<file path="src/rtl/instr_fetch_unit_if.sv">
// instr_fetch_unit_if: instruction memory, redirect and decoder signals of the fetch stage
interface instr_fetch_unit_if;
    logic        imem_req_valid;
    logic        imem_req_ready;
    logic [31:0] imem_addr;
    logic        imem_resp_valid;
    logic [31:0] imem_resp_data;
    logic        redirect_valid;
    logic [31:0] redirect_pc;
    logic        instr_valid;
    logic [31:0] instr;
    logic [31:0] instr_pc;
    logic        instr_ready;
    modport master (
        output imem_req_valid, imem_addr, instr_valid, instr, instr_pc,
        input  imem_req_ready, imem_resp_valid, imem_resp_data, redirect_valid, redirect_pc, instr_ready
    );
    modport slave (
        input  imem_req_valid, imem_addr, instr_valid, instr, instr_pc,
        output imem_req_ready, imem_resp_valid, imem_resp_data, redirect_valid, redirect_pc, instr_ready
    );
endinterface

</file>
<file path="src/rtl/instr_fetch_unit.sv">
// instr_fetch_unit: sequential PC fetch with credit-limited requests and a PC-tagged instruction FIFO
module instr_fetch_unit #(
    parameter int unsigned DEPTH    = 4,
    parameter logic [31:0] RESET_PC = 32'h0000_0000
) (
    input logic               clk,
    input logic               rst_n,
    instr_fetch_unit_if.master ifu
);
    localparam int unsigned CW = $clog2(DEPTH + 1);
    localparam int unsigned AW = $clog2(DEPTH);
    logic [31:0]   fetch_pc_q, fetch_pc_d, resp_pc_q, resp_pc_d, tgt;
    logic [CW-1:0] cnt_q, cnt_d, out_q, out_d, drop_q, drop_d;
    logic [AW-1:0] wr_q, wr_d, rd_q, rd_d;
    logic [63:0]   mem_q [DEPTH];
    logic          run_q, acc, push, pop, dropping;
    // Outputs and next state; a redirect flushes the FIFO and turns every outstanding response into a drop
    always_comb begin
        tgt                = {ifu.redirect_pc[31:2], 2'b00};
        ifu.imem_req_valid = run_q && !ifu.redirect_valid && (({1'b0, out_q} + {1'b0, cnt_q}) < (CW+1)'(DEPTH));
        ifu.imem_addr      = fetch_pc_q;
        ifu.instr_valid    = cnt_q != '0;
        ifu.instr          = mem_q[rd_q][31:0];
        ifu.instr_pc       = mem_q[rd_q][63:32];
        acc                = ifu.imem_req_valid && ifu.imem_req_ready;
        pop                = ifu.instr_valid && ifu.instr_ready;
        dropping           = drop_q != '0;
        push               = ifu.imem_resp_valid && !dropping && !ifu.redirect_valid;
        out_d              = out_q + CW'(acc) - CW'(ifu.imem_resp_valid);
        fetch_pc_d         = ifu.redirect_valid ? tgt : fetch_pc_q + (acc ? 32'd4 : 32'd0);
        resp_pc_d          = ifu.redirect_valid ? tgt : resp_pc_q + (push ? 32'd4 : 32'd0);
        drop_d             = ifu.redirect_valid ? out_d : drop_q - CW'(ifu.imem_resp_valid && dropping);
        cnt_d              = ifu.redirect_valid ? '0 : cnt_q + CW'(push) - CW'(pop);
        wr_d               = ifu.redirect_valid ? '0 : wr_q + AW'(push);
        rd_d               = ifu.redirect_valid ? '0 : rd_q + AW'(pop);
    end
    // Control state; run_q holds requests off while reset is asserted
    always_ff @(posedge clk or negedge rst_n) begin
        if (!rst_n) begin
            run_q      <= 1'b0;
            fetch_pc_q <= RESET_PC;
            resp_pc_q  <= RESET_PC;
            cnt_q      <= '0;
            out_q      <= '0;
            drop_q     <= '0;
            wr_q       <= '0;
            rd_q       <= '0;
        end else begin
            run_q      <= 1'b1;
            fetch_pc_q <= fetch_pc_d;
            resp_pc_q  <= resp_pc_d;
            cnt_q      <= cnt_d;
            out_q      <= out_d;
            drop_q     <= drop_d;
            wr_q       <= wr_d;
            rd_q       <= rd_d;
        end
    end
    // FIFO storage of {pc, instruction}; cleared on reset so the decoder sees zeros while held in reset
    always_ff @(posedge clk or negedge rst_n) begin
        if (!rst_n) begin
            mem_q <= '{default: '0};
        end else if (push) begin
            mem_q[wr_q] <= {resp_pc_q, ifu.imem_resp_data};
        end
    end
endmodule

</file>
<file path="src/flat_wrapper.sv">
// flat-port wrapper written by rule: the top's interface ports become plain ports
module instr_fetch_unit_flat 
#(
    parameter int unsigned DEPTH    = 4,
    parameter logic [31:0] RESET_PC = 32'h0000_0000
)
  (clk, rst_n, ifu_imem_req_valid, ifu_imem_addr, ifu_instr_valid, ifu_instr, ifu_instr_pc, ifu_imem_req_ready, ifu_imem_resp_valid, ifu_imem_resp_data, ifu_redirect_valid, ifu_redirect_pc, ifu_instr_ready);
  instr_fetch_unit_if ifu_i ();
  input logic clk;
  input logic rst_n;
  output wire logic [$bits(ifu_i.imem_req_valid)-1:0] ifu_imem_req_valid;
  output wire logic [$bits(ifu_i.imem_addr)-1:0] ifu_imem_addr;
  output wire logic [$bits(ifu_i.instr_valid)-1:0] ifu_instr_valid;
  output wire logic [$bits(ifu_i.instr)-1:0] ifu_instr;
  output wire logic [$bits(ifu_i.instr_pc)-1:0] ifu_instr_pc;
  input wire logic [$bits(ifu_i.imem_req_ready)-1:0] ifu_imem_req_ready;
  input wire logic [$bits(ifu_i.imem_resp_valid)-1:0] ifu_imem_resp_valid;
  input wire logic [$bits(ifu_i.imem_resp_data)-1:0] ifu_imem_resp_data;
  input wire logic [$bits(ifu_i.redirect_valid)-1:0] ifu_redirect_valid;
  input wire logic [$bits(ifu_i.redirect_pc)-1:0] ifu_redirect_pc;
  input wire logic [$bits(ifu_i.instr_ready)-1:0] ifu_instr_ready;
  assign ifu_imem_req_valid = ifu_i.imem_req_valid;
  assign ifu_imem_addr = ifu_i.imem_addr;
  assign ifu_instr_valid = ifu_i.instr_valid;
  assign ifu_instr = ifu_i.instr;
  assign ifu_instr_pc = ifu_i.instr_pc;
  assign ifu_i.imem_req_ready = ifu_imem_req_ready;
  assign ifu_i.imem_resp_valid = ifu_imem_resp_valid;
  assign ifu_i.imem_resp_data = ifu_imem_resp_data;
  assign ifu_i.redirect_valid = ifu_redirect_valid;
  assign ifu_i.redirect_pc = ifu_redirect_pc;
  assign ifu_i.instr_ready = ifu_instr_ready;
  instr_fetch_unit #(.DEPTH(DEPTH), .RESET_PC(RESET_PC)) u_core (.clk(clk), .rst_n(rst_n), .ifu(ifu_i));
endmodule
</file>
<file path="config.mk">
export PLATFORM = sky130hd
export DESIGN_NAME = instr_fetch_unit_flat
export DESIGN_NICKNAME = d
export VERILOG_FILES = /design/src/rtl/instr_fetch_unit_if.sv /design/src/rtl/instr_fetch_unit.sv /design/src/flat_wrapper.sv
export SDC_FILE = /design/constraint.sdc
export NUM_CORES = 1
export LEC_CHECK = 0
export CORE_ASPECT_RATIO = 1.25
export CORE_MARGIN = 2
export CORE_UTILIZATION = 35
export CTS_BUF_LIST = sky130_fd_sc_hd__clkbuf_4
export CTS_CLUSTER_DIAMETER = 100
export CTS_CLUSTER_SIZE = 24
export DETAILED_ROUTE_END_ITERATION = 10
export SLEW_MARGIN = 20
export SYNTH_ARGS = -nofsm -noshare
export SYNTH_HDL_FRONTEND = slang
export SYNTH_SLANG_ARGS = --single-unit
</file>
<file path="constraint.sdc">
create_clock -name clk -period 4.1 [get_ports clk]
set_clock_uncertainty 0.2 [all_clocks]
set_input_delay 1.23 -clock clk [delete_from_list [all_inputs] [get_ports clk]]
set_output_delay 1.23 -clock clk [all_outputs]
set_load 0.03 [all_outputs]
</file>
==> impl_metrics.tcl, run 1 <==
set metrics [dict create \
    crit_type "flip-flop to primary output" \
    vias 9249 \
    start_util_pct 35.6 \
    status "completed" \
    fmax_mhz 252 \
    yosys_warnings 0 \
    final_area_um2 17400 \
    setup_viol 0 \
    chipWidth_um 189 \
    hold_path.class "input pin to async pin" \
    drtAntennaViolNets 0 \
    synth_cells 1057 \
    relSlewSlack_pct 57.1 \
    first_iter_violations 335 \
    clk_pin_slew_ns 0.27 \
    htreeDepth 1 \
    crit_path_top_delay_cell "dfrtp_4" \
    routedWlPerCell_um 19.7 \
    syn-cell-area_um2 15000 \
    grt.total_usage_pct 15.8 \
    ioPinCount 168 \
    nets 1284 \
    synth_top_area_cell "dfrtp_1" \
    maxUsedRoutingLayer "met5" \
    drv_slew 0 \
    fin_cells 1761 \
    critPathMaxFanout 11 \
    firstDrtPassIters 4 \
    cpPeakStageDelay_ns 0.53 \
    synthToLayoutAreaGrowth_pct 16.4 \
    worst_pin_slew_ns 0.644 \
    fin_crit_ns 3.97 \
    postSynthAreaPerCell_um2 14.2 \
    finalCritPeriodShare_pct 96.9 \
    power.total_w 0.00905 \
    dieArea_um2 44500 \
    seq_area_frac_synth_pct 53.8 \
    cp.arrival_ns 2.54 \
    power.switching_w 0.00338 \
    dr_wl_met3_mm 1.26 \
    grt_pass1_wl_mm 55.7 \
    drv_cap 0 \
    rsz0062_at_grt "false" \
    clockPowerShare_pct 13.2 \
    drive_above_1_share_pct 34.4 \
    post_dp_cell_area_um2 17300 \
    power_density_nw_per_um2 519 \
    antenna_found_initial 3 \
    leakagePower_nw 7.87 \
    yosys-top-cells-area "dfrtp_1 (54%), mux2_2 (20%), mux4_2 (9.3%)" \
    overflow 0 \
    drt-met1-wl_mm 16.0 \
    p_sw_share_pct 37.3 \
    numCtsBuffers 17 \
    dp_cells 1735 \
    via_per_inst 5.25 \
    async_flop_share_pct 100 \
    combPwrFrac_pct 41.8 \
    cts_tree "built" \
    crit_chain "buf_4, buf_16, mux4_2, dlygate4sd2_1" \
    ys_seq_elements 322 \
    clock-sinks 322 \
    grt_max_degree 90 \
    rows 84 \
    p_int_w 0.00567 \
    drc 0 \
    vdd_drop_max_v 0.000244 \
    required_ns 2.67 \
    dpl.hpwl_mm 22.3 \
    grt_pass1_vias 9632 \
    port_buffers 161 \
    fill_cells 3925 \
    hold_viol 0 \
    met2_length_mm 16.9 \
    yosysTopAreaCellShare_pct 53.8 \
    clk_path_buf_depth 3 \
    synth_edf_count 0 \
    start_kind "flip-flop" \
    critical_path.endpoint_type "primary output" \
    wl_mm 34.8 \
    root_buffer "clkbuf_4" \
    gp_congestion 0.769 \
    p_seq_share_pct 45.0 \
    synth_cell_types 53 \
    synthFlopType "dfrtp_1" \
    clk_latency_ns 0.76 \
    coreArea_um2 42100 \
    die_h_um 235 \
]
==> layout make-up <==
cell class	instances	area (um^2)	area share (%)
Clock buffer	19	143	0.818
Inverter	24	90.1	0.516
Antenna cell	1	2.50	0.0143
Sequential cell	322	8060	46.2
Timing Repair Buffer	198	1940	11.1
Clock inverter	3	20.0	0.115
Tap cell	559	699	4.01
Multi-Input combinational cell	635	6490	37.2
==> stage by stage <==
| step | TNS [ns] | worst slack, ns | util [%] | hold WS, ns |
|---|---|---|---|---|
| floorplan | 0 | 0.0977 | - | 0.274 |
| global placement | 0 | 0.0224 | 41.1 | 0.281 |
| detailed placement | -0.00727 | -0.00727 | 41.1 | 0.288 |
| CTS | 0 | 0.0130 | 41.4 | 0.153 |
| global route | 0 | 0.00273 | 41.4 | 0.175 |
| finish | 0 | 0.128 | 41.4 | 0.200 |
==> power by group through the flow <==
stage | registers [W] | logic [W] | clock network [W]
after CTS | 0.00407 | 0.00387 | 0.00129
after global routing | 0.00415 | 0.00406 | 0.00139
final | 0.00407 | 0.00378 | 0.00120
after global placement | 0.00410 | 0.00403 | 0
after floorplan | 0.00404 | 0.00259 | 0
after detailed placement | 0.00413 | 0.00407 | 0
==> cells in the mapped netlist, types with 12 or more instances <==
cell and number:
a211oi_1 12, a21oi_1 14, and3_1 17, and4_1 22
buf_2 31, clkbuf_1 36, dfrtp_1 322, ha_1 14
inv_1 23, mux2_2 264, mux4_2 62, nand2_1 16
nand4_1 16, nor2_1 33, nor3_1 22, xnor2_1 20
==> timing repair <==
| item | CTS | global route |
|---|---|---|
| pin swaps | 0 | 0 |
| hold buffers | 0 | 0 |
| buffers inserted | 1 | 0 |
| resized for setup | 103 | 6 |
| cloned | 2 | 0 |
| endpoints found under the setup margin | 62 | 5 |
==> layout by cell type (no fill, tap or decap), drive strengths merged, types with 16 or more instances in the layout <==
master         instances
nand2                 16
clkbuf                20
inv                   25
and3                  17
nor2                  33
mux2                 264
dfrtp                322
xnor2                 20
dlygate4sd2           48
nand4                 17
clkdlybuf4s50         96
nor3                  22
buf                   48
and4                  23
mux4                  62
==> critical path: cells and delay by family (launching register included) <==
kind / cells / cell delay [ns]
multiplexers: 1 / 0.50
flip-flops: 1 / 0.53
buffers and inverters: 3 / 0.73
==> per-layer routing <==
metal,global-route usage [%],vias up
met5,0,-
met3,2.13,37
met4,3.65,6
li1,-,4196
met2,26.4,176
met1,21.7,4834
==> sequential cells by signal, summed over array words and instances (netlist names), 2 cells and up <==
name and cells:
u_core.cnt_q 3, u_core.drop_q 3, u_core.ifu.imem_addr 30, u_core.mem_q 248
u_core.out_q 3, u_core.rd_q 2, u_core.resp_pc_q 30, u_core.wr_q 2
==> logic make-up after synthesis <==
logic type,after synthesis,share of synthesized area [%]
XOR/XNOR,24,1.40
multiplexers,326,29.2
other,2,0.0501
flip-flops,322,53.8
AND/OR/NAND/NOR,191,7.71
adder cells (fa/ha/maj),16,1.44
buffers and inverters,103,3.11
AO/OA/AOI/OAI,73,3.35
==> final timing paths <==
check / cells past startpoint / end / slack, ns / start
max: 4 / ifu_instr[0] / 0.13 / u_core.rd_q[0]$_DFF_PN0_
min: 1 / u_core.ifu.imem_addr[2]$_DFF_PN0_ / 0.20 / rst_n
max reg2reg: 11 / u_core.ifu.imem_addr[12]$_DFF_PN0_ / 0.99 / u_core.out_q[2]$_DFF_PN0_
min reg2reg: 1 / u_core.mem_q[89]$_DFFE_PN0P_ / 0.33 / u_core.mem_q[89]$_DFFE_PN0P_
max in group asynchronous: 3 / u_core.rd_q[1]$_DFF_PN0_ / 2.55 / rst_n
min in group clk: 1 / u_core.mem_q[89]$_DFFE_PN0P_ / 0.33 / u_core.mem_q[89]$_DFFE_PN0P_
Note: power is estimated with default switching activity, not from simulation.
==> inputs of run 2 (changes only) <==
- CELL_PAD_IN_SITES_DETAIL_PLACEMENT: not set -> 1
- CELL_PAD_IN_SITES_GLOBAL_PLACEMENT: not set -> 2
- PLACE_DENSITY_LB_ADDON: not set -> 0.1
==> run 2 against run 1 <==
Combinational power shrank 2%. Critical path depth shrank 1. Utilization grew 0.056 points. Via count grew 0.67%. Highest routed layer unchanged.
==> impl_metrics.tcl, run 2 (synthesized netlist as in run 1, its figures left out) <==
set metrics [dict create \
    status "completed" \
    dpl.hpwl_mm 23.8 \
    synthToLayoutAreaGrowth_pct 16.6 \
    crit_type "flip-flop to primary output" \
    grt_pass1_wl_mm 58.9 \
    rows 84 \
    required_ns 2.67 \
    setup_slack_ns 0.148 \
    clk_path_buf_depth 3 \
    start_util_pct 35.6 \
    dieArea_um2 44500 \
    finalCritPeriodShare_pct 96.4 \
    start_kind "flip-flop" \
    regMostFlops "u_core.mem_q" \
    grt_max_degree 96 \
    routedWlPerCell_um 20.9 \
    power_density_nw_per_um2 513 \
    numCtsBuffers 17 \
    clk_pin_slew_ns 0.26 \
    first_iter_violations 343 \
    clk_latency_ns 0.76 \
    coreArea_um2 42100 \
    drv_cap 0 \
    antenna_found_initial 2 \
    hold_viol 0 \
    layout_commonest_cell "dfrtp_1" \
    fmax_mhz 253 \
    final_cell_mix "dfrtp_1 (320), mux2_2 (264), clkdlybuf4s50_1 (96), mux4_2 (62), dlygate4sd2_1 (62)" \
    clock-sinks 322 \
    grt_pass1_vias 9942 \
    leakagePower_nw 7.88 \
    ioPinCount 168 \
    cp.arrival_ns 2.52 \
    fin_crit_ns 3.95 \
    drv_slew 0 \
    power.total_w 0.00897 \
    nets 1281 \
    firstDrtPassIters 4 \
    die_h_um 235 \
    hold_path.class "input pin to async pin" \
    relSlewSlack_pct 44.6 \
    grt.total_usage_pct 16.7 \
    via_per_inst 5.30 \
    setup_viol 0 \
    setup-tns-final_ns 0 \
    largest_register_ffs 248 \
    vias 9311 \
    port_buffers 161 \
    critical_path.endpoint_type "primary output" \
    overflow 0 \
    place_worst_setup_slack_ns -0.0128 \
    gp_congestion 0.714 \
    htreeDepth 1 \
    rsz0062_at_grt "false" \
    chipWidth_um 189 \
    critPathMaxFanout 28 \
    wl_mm 36.7 \
    drive_above_1_share_pct 33.4 \
    root_buffer "clkbuf_4" \
    fill_cells 4334 \
    r2r_slack_ns 0.99 \
    cts_tree "built" \
    drc 0 \
    drtAntennaViolNets 0 \
    worst_pin_slew_ns 0.830 \
    vdd_drop_max_v 0.000207 \
]
-- run 2: critical path: stages, from the launching register on --
cell,delay (ns)
dfrtp_4,0.54
buf_16,0.26
mux4_2,0.57
dlygate4sd2_1,0.38
-- run 2: final timing paths --
path | start | end | cells past startpoint
setup / recovery | u_core.rd_q[0]$_DFF_PN0_ | ifu_instr_pc[8] | 3
hold / removal | rst_n | u_core.mem_q[217]$_DFFE_PN0P_ | 1
setup reg to reg | u_core.out_q[2]$_DFF_PN0_ | u_core.ifu.imem_addr[20]$_DFF_PN0_ | 11
hold reg to reg | u_core.mem_q[25]$_DFFE_PN0P_ | u_core.mem_q[25]$_DFFE_PN0P_ | 1
max in group asynchronous | rst_n | u_core.mem_q[71]$_DFFE_PN0P_ | 2
min in group clk | u_core.mem_q[25]$_DFFE_PN0P_ | u_core.mem_q[25]$_DFFE_PN0P_ | 1
-- run 2: layer usage --
metal | routed length, um | share of wire, % | GRT usage (%) | vias up
li1 | - | - | - | 4187
met2 | 18000 | 49 | 28.1 | 142
met4 | 671 | 1.8 | 3.93 | 2
met5 | 18 | 0.049 | 0 | -
met1 | 17000 | 46 | 23.1 | 4943
met3 | 1020 | 2.8 | 2.01 | 37
-- run 2: per-stage QoR --
step	cells	area, um^2	hold slack (ns)	util [%]
final	1758	17500	0.246	41.5
after global routing	1756	17500	0.217	41.4
after CTS	1755	17500	0.222	41.4
after detailed placement	1735	17400	0.290	41.2
after global placement	1735	17400	0.282	41.2
after floorplan	1060	15000	0.274	-
-- run 2: cell type report --
class / count / area [um^2] / area share, %
Antenna cell: 3 / 7.51 / 0.0430
Sequential cell: 322 / 8060 / 46.2
Clock inverter: 2 / 18.8 / 0.107
Multi-Input combinational cell: 635 / 6490 / 37.1
Inverter: 24 / 90.1 / 0.516
Timing Repair Buffer: 195 / 1970 / 11.3
Tap cell: 559 / 699 / 4.00
Clock buffer: 18 / 135 / 0.773
-- run 2: timing repair --
item	in CTS	in global routing
buffers inserted	0	0
hold buffers	0	0
resized for setup	63	0
endpoints found under the setup margin	62	0
-- run 2: power breakdown --
part	switching [W]	internal, W	leakage, nW
clock	0.000973	0.000213	0.0890
combinational	0.00200	0.00170	3.60
sequential	0.000371	0.00371	4.20
total	0.00335	0.00562	7.88
